==> src/rtl/conv_column_feeder.sv <==
// Raster pixel stream to 3-word vertical column updates for the 3x3 convolver.
// Two line buffers hold rows r-2 and r-1; each pixel from row 2 onward emits one column.
module conv_column_feeder #(
   parameter int DATA_W   = 16,
   parameter int IMG_W    = 8,
   parameter int IMG_H    = 8,
   parameter int COL_BITS = 3,
   parameter int ROW_BITS = 3
) (
   input  logic              clk,
   input  logic              rst_n,
   input  logic [DATA_W-1:0] pix_in,
   input  logic              pix_valid,
   output logic              pix_ready,
   output logic [DATA_W-1:0] col_data,
   output logic              col_valid,
   input  logic              col_ready,
   output logic              newline,
   output logic              frame_done
);

   typedef enum logic [2:0] {StFill, StAccept, StEmit0, StEmit1, StEmit2} state_t;

   state_t              state;
   logic [COL_BITS-1:0] col;
   logic [ROW_BITS-1:0] row;
   logic [DATA_W-1:0]   t1, t2;
   logic                last;
   logic [DATA_W-1:0]   lb0 [IMG_W];
   logic [DATA_W-1:0]   lb1 [IMG_W];

   logic pix_xfer, col_xfer, col_last, row_last;

   assign pix_xfer = pix_valid && pix_ready;
   assign col_xfer = col_valid && col_ready;
   assign col_last = (col == COL_BITS'(IMG_W - 1));
   assign row_last = (row == ROW_BITS'(IMG_H - 1));

   // Line buffer storage is never reset; FILL writes both rows before any read.
   always_ff @(posedge clk) begin
      if (pix_xfer) begin
         lb0[col] <= lb1[col];
         lb1[col] <= pix_in;
      end
   end

   always_ff @(posedge clk or negedge rst_n) begin
      if (!rst_n) begin
         state      <= StFill;
         col        <= '0;
         row        <= '0;
         t1         <= '0;
         t2         <= '0;
         last       <= 1'b0;
         pix_ready  <= 1'b0;
         col_valid  <= 1'b0;
         col_data   <= '0;
         newline    <= 1'b0;
         frame_done <= 1'b0;
      end else begin
         frame_done <= 1'b0;
         if (pix_xfer) begin
            if (col_last) begin
               col <= '0;
               row <= row_last ? '0 : row + 1'b1;
            end else begin
               col <= col + 1'b1;
            end
         end
         unique case (state)
            StFill: begin
               pix_ready <= 1'b1;
               if (pix_xfer && col_last && row == ROW_BITS'(1)) state <= StAccept;
            end
            StAccept: begin
               if (pix_xfer) begin
                  // Reads see pre-update buffer contents: rows r-2 and r-1 at this column.
                  col_data  <= lb0[col];
                  t1        <= lb1[col];
                  t2        <= pix_in;
                  newline   <= (col == '0);
                  last      <= row_last && col_last;
                  pix_ready <= 1'b0;
                  col_valid <= 1'b1;
                  state     <= StEmit0;
               end
            end
            StEmit0: begin
               if (col_xfer) begin
                  col_data <= t1;
                  newline  <= 1'b0;
                  state    <= StEmit1;
               end
            end
            StEmit1: begin
               if (col_xfer) begin
                  col_data <= t2;
                  state    <= StEmit2;
               end
            end
            StEmit2: begin
               if (col_xfer) begin
                  col_valid <= 1'b0;
                  col_data  <= '0;
                  pix_ready <= 1'b1;
                  if (last) begin
                     frame_done <= 1'b1;
                     col        <= '0;
                     row        <= '0;
                     state      <= StFill;
                  end else begin
                     state <= StAccept;
                  end
               end
            end
            default: state <= StFill;
         endcase
      end
   end

endmodule

==> config.mk <==
export PLATFORM = sky130hd
export DESIGN_NAME = conv_column_feeder
export DESIGN_NICKNAME = d
export VERILOG_FILES = /design/src/rtl/conv_column_feeder.sv
export SDC_FILE = /design/constraint.sdc
export NUM_CORES = 1
export LEC_CHECK = 0
export BUFFER_PORTS_ARGS = -buffer_cell sky130_fd_sc_hd__buf_2
export CORE_MARGIN = 2
export CORE_UTILIZATION = 60
export DETAILED_ROUTE_END_ITERATION = 6
export HOLD_SLACK_MARGIN = 0.02
export PLACE_DENSITY = 0.77
export SLEW_MARGIN = 20
export SYNTH_ARGS = -nofsm -noshare
export SYNTH_HDL_FRONTEND = slang
export SYNTH_SLANG_ARGS = --single-unit
==> constraint.sdc <==
create_clock -name clk -period 4.21 [get_ports clk]
set_input_delay 0.842 -clock clk [delete_from_list [all_inputs] [get_ports clk]]
set_output_delay 0.842 -clock clk [all_outputs]
set_load 0.01 [all_outputs]
## Word level (Yosys, flattened, before mapping)

Memory sizes are Yosys's and may differ from the RTL's.
Cells that the tools add are included.

| storage, ports and cells | value |
|---|---|
| register bits | 62 |
| memory bits (writable) | 256 |
| output and inout bits | 20 |
| logic and storage cells | 80 |
| memories | 2 |

| cells by class | value |
|---|---|
| $add $sub $neg | 2 |
| eq/ne operators | 12 |
| multiplexer cells | 36 |
| reductions and logical operators | 17 |

Memory list:

| name | words | width | rd ports | clocked after Yosys merged registers in | wr ports | RTL line | text |
|---|---|---|---|---|---|---|---|
| lb0 | 8 | 16 | 1 | 0 | 1 | 29 | `logic [DATA_W-1:0] lb0 [IMG_W];` |
| lb1 | 8 | 16 | 1 | 0 | 1 | 30 | `logic [DATA_W-1:0] lb1 [IMG_W];` |

Operators with widths:

| kind | count |
|---|---|
| $mux W16 | 4 |
| $pmux W16 S4 | 1 |
| $mux W3 | 16 |
| $pmux W3 S5 | 1 |
| $mux W1 | 11 |
| $ne A2 B2 Y1 const B | 5 |
| $reduce_and A5 Y1 | 2 |
| $eq A3 B3 Y1 const B | 3 |
| $reduce_and A3 Y1 | 3 |
| $add A3 B1 Y3 const B | 2 |
| $eq A3 B1 Y1 const B | 2 |
| $eq A3 B2 Y1 const B | 2 |
| $logic_not A3 Y1 | 2 |
| $logic_and A1 B1 Y1 | 5 |
| $pmux W1 S2 | 2 |
| $reduce_bool A2 Y1 | 2 |
| $reduce_bool A4 Y1 | 1 |
| $pmux W1 S3 | 1 |
| $reduce_bool A3 Y1 | 1 |
| $reduce_and A2 Y1 | 1 |

## Longest topological paths before layout

| depth | value |
|---|---|
| depth in word-level cells | 7 |
| gate-level depth with buffers | 8 |

## Least setup slack after synthesis

No wires, ideal clock.

| timing | value |
|---|---|
| path type | input to register |
| from | in pix_valid |
| to | mem lb0[0][0], enable pin |
| data arrival time | 3.439 ns |
| path slack | 0.310 ns |
| stages | 4 |
| path through | and2_1 > buf_2 > nand2b_1 > nor3_1 |

| on the way | value |
|---|---|
| longest elaborated chain between the ends | 3 |

Ends and longest elaborated chain:

| item | RTL line | text |
|---|---|---|
| start, declared | 13 | `input logic pix_valid,` |
| $logic_and A1 B1 Y1 | 34 | `assign pix_xfer = pix_valid && pix_ready;` |
| $mux W1 | 41 | `if (pix_xfer) begin` |
| $mux W1 (implied by the code) | 42 | `lb0[col] <= lb1[col];` |
| end, declared | 29 |  |

Every way passes these cells.

## Final worst setup path

| timing | value |
|---|---|
| from | reg col[0] |
| to | reg t1[0], read port of lb1 |

| on the way | value |
|---|---|
| longest elaborated chain between the ends | 1 |

Ends and longest elaborated chain:

| item | RTL line | text |
|---|---|---|
| start, declared | 25 | `logic [COL_BITS-1:0] col;` |
| start signal, assigned | 67 | `col <= col + 1'b1;` |
| $mem_v2 Z8 W16 | n/a |  |
| end, declared | 27 | `logic [DATA_W-1:0] t1, t2;` |

Every way passes these cells.
A chain may end at the register's enable or synchronous reset.

==> results.md <==
- CTS resizes: 0
- Comb power frac: 0.266
- Die area: 0.0223 mm²
- Internal power: 7.11 mW
- Ratio of cells with drive above 1 in the final layout: 0.238
- Simple-Gate Fraction of Synth Area: 0.0596
- Top_reg_cell synth: edfxtp_1
- Number of diodes: 0
- Critical path launch point: col[0]
- Pin count of the biggest net entering global routing: 49
- CP arrival: 3.28 ns
- Critical-path maximum fanout: 48
- Reg2reg start: col[0]
- Clock sinks: 318
- Net Sw Frac: 0.296
- Critical path endpoint category: register
- Crit-path cells: buf_4 > mux4_1 > mux2_2 > nand2_1 > nand2_1
- Slew Limit Fails: 0
- Multiplexer share of the synthesized area: 0.163
- Post-DR wirelength/cell: 24.6 µm
- Worst vdd ir: 0.438 mV
- CTS Root Cell: clkbuf_16
- Routed wire length: 25.5 mm
- Cell mode on critical path: nand2_1
- Hpwl dp: 14.1 mm
- Fin util: 0.680
- Share of the synthesized area in the top cell type: 0.608
- Min Tclk post-route: 2.84 ns
- F_max: 352 MHz
- Slowest CP cell: dfrtp_4
- Gr usage total: 0.238
- WP buf/inv: 1
- Adder-cell area share of the yosys netlist: 0.00593
- PwrDens: 711 mW/mm²
- Setup crit start kind: register
- Reg2Reg Setup Slack: 1.37 ns
- Leak: 5.13 nW
- Clock share of power: 0.270
- Clk Latency, worst-skew pair: 0.55 ns
- Slew at the pin with the worst max-slew slack: 0.926 ns
- Final Wtd Congestion: 0.754
- #FFs+latches synth: 318
- Crit path required time: 4.65 ns
- Worst-path clk slew: 0.06 ns
- Maximum clock insertion buffer count: 3
- Top delay family on crit path: flip-flops
- # nets final: 764
- PortBufs: 39
- NetSw: 2.99 mW
- Global-route wire length before repair: 39.4 mm
- Vias per cell: 6.23
- Synth Cell Area: 0.0127 mm²
- Register area share after synthesis: 0.730
- Period utilization: 0.675
- Synthesized instance count: 689
- CP Class: register to register
- Synth-to-layout area growth: 12.2%
- Ports: 40
- Commonest cells in the netlist: edfxtp_1, nand2_1, dfrtp_1
- Core area: 0.0209 mm²
- Final Hold Fails: 0
- H-tree Lvls: 1
- Initial antenna violation count: 0
- Share of power burned in registers: 0.464
- Total CTS buffers: 30
- Post-CTS setup buffer count: 0
- Post-route DRC: 0
- Distinct cells, synth: 36
- Initial DRC Count: 484
- Status: completed
- Yosys warns: 0
- Global route total overflow: 0
- CTS Hold Buffers Added: 0
- Max-cap violations: 0
- CTS tree: built
- Post-Synthesis Net Count: 715
- EDFF count, synth: 256
- Most common cell in the synthesized netlist: edfxtp_1
- Hold Path Class: input pin to asynchronous set/reset pin
- Post-synth ARST share: 0.195
- FP Rows: 53
- Clock skew: 0.0132 ns
- Final setup viols: 0
- Fill count: 1,305
- Relative slew slack: 0.381
- Vias in the first global route: 6,675
- Pre-Repair DR Iteration Count: 4
- Area leader, netlist: edfxtp_1
- Main combinational cell family by area after synthesis: multiplexers
- Max incr delay on CP: 0.97 ns
- Final TNS setup: 0 ns
- Die W: 149 µm
- Initial Util: 0.606
- Worst r2r dst: t1[0]
- ANT nets after route: 0
- Synth Area in Compound Gates: 0.0232
- Synth top area cells: edfxtp_1, dfrtp_1, mux4_2
- Post-synthesis xor/xnor area fraction: 0
- Synthesized area per cell: 18.4 µm²
- Reg2Reg Depth: 5
- RSZ-0062 raised after global routing: no
- Die Ht: 149 µm
- Routed vias: 6,459
metrics by stage:
stage / cells / power, mW / area [µm²] / hold WS, ns / setup slack, ns
after floorplan: 689 / 6.58 / 12700 / 0.445 / 0.310
after global placement: 981 / 7.29 / 13200 / 0.459 / 1.20
after detailed placement: 981 / 7.42 / 13200 / 0.461 / 1.16
after CTS: 1037 / 10.1 / 14200 / 0.275 / 1.33
after global routing: 1037 / 10.5 / 14200 / 0.295 / 1.18
final: 1037 / 10.1 / 14200 / 0.268 / 1.37
sequential cells by signal (all words and copies together) (netlist names), 3 cells and up:
signal / cells
lb1: 128
state: 3
t2: 16
col_data: 16
t1: 16
lb0: 128
col: 3
row: 3
cells in the final DEF (no fill, tap or decap), types with 4 or more instances in the layout:
master     instances
nand3_1            7
nand2b_1           4
clkbuf_16         31
edfxtp_1         256
ha_1               6
mux2i_1           17
nor2_1             7
a221o_1           16
inv_1              4
mux4_2            38
bufinv_16          4
buf_4             20
clkbuf_1          11
clkinv_1           5
nor2_4             6
mux4_1            26
nand2_1          117
a21oi_1           12
dfrtp_1           60
nor4b_1           16
mux2_2            31
buf_2             39
how the worst max path moves through the flow:
| stage | end | cells past startpoint |
|---|---|---|
| 2_1_floorplan | lb0[0][0] | 4 |
| 3_3_place_gp | lb1[1][12] | 5 |
| 3_5_place_dp | lb1[1][13] | 5 |
| 4_1_cts | t1[0] | 5 |
| 5_1_grt | t1[0] | 5 |
| 6_report | t1[0] | 5 |
routing by layer:
layer / share of wire / up-vias / track usage / wire [µm]
met5: 0 / - / 0 / 0
met4: 0.022 / 0 / 0.0724 / 549
met3: 0.064 / 42 / 0.0355 / 1640
met2: 0.49 / 242 / 0.384 / 12600
met1: 0.42 / 3357 / 0.346 / 10700
li1: - / 2818 / - / -
kinds of logic (layout without fill, tap and decap cells):
kind of cell / after synthesis / after routing
AOI/OAI and AO/OA: 38 / 38
adders and majority gates: 6 / 6
buffers and inverters: 47 / 120
DFF: 318 / 318
muxes: 112 / 112
and+or+nand+nor: 168 / 168
power groups by stage:
| stage | sequential (mW) | clock, mW | combinational, mW |
|---|---|---|---|
| 3_3_place_gp | 4.71 | 0 | 2.58 |
| 3_5_place_dp | 4.75 | 0 | 2.67 |
| 6_report | 4.69 | 2.73 | 2.68 |
| 5_1_grt | 4.75 | 2.90 | 2.90 |
| 4_1_cts | 4.69 | 2.75 | 2.69 |
| 2_1_floorplan | 4.52 | 0 | 2.06 |
cell type report:
cell class	instances	area [µm²]	share of cell area
clock buffers	45	858	0.0605
multi-input cells	324	3240	0.228
well taps	275	344	0.0242
repair buffers	59	345	0.0243
clock inverters	11	149	0.0105
flip-flops and latches	318	9240	0.651
inverters	5	18.8	0.00132
Note: power is estimated with default switching activity, not from simulation.
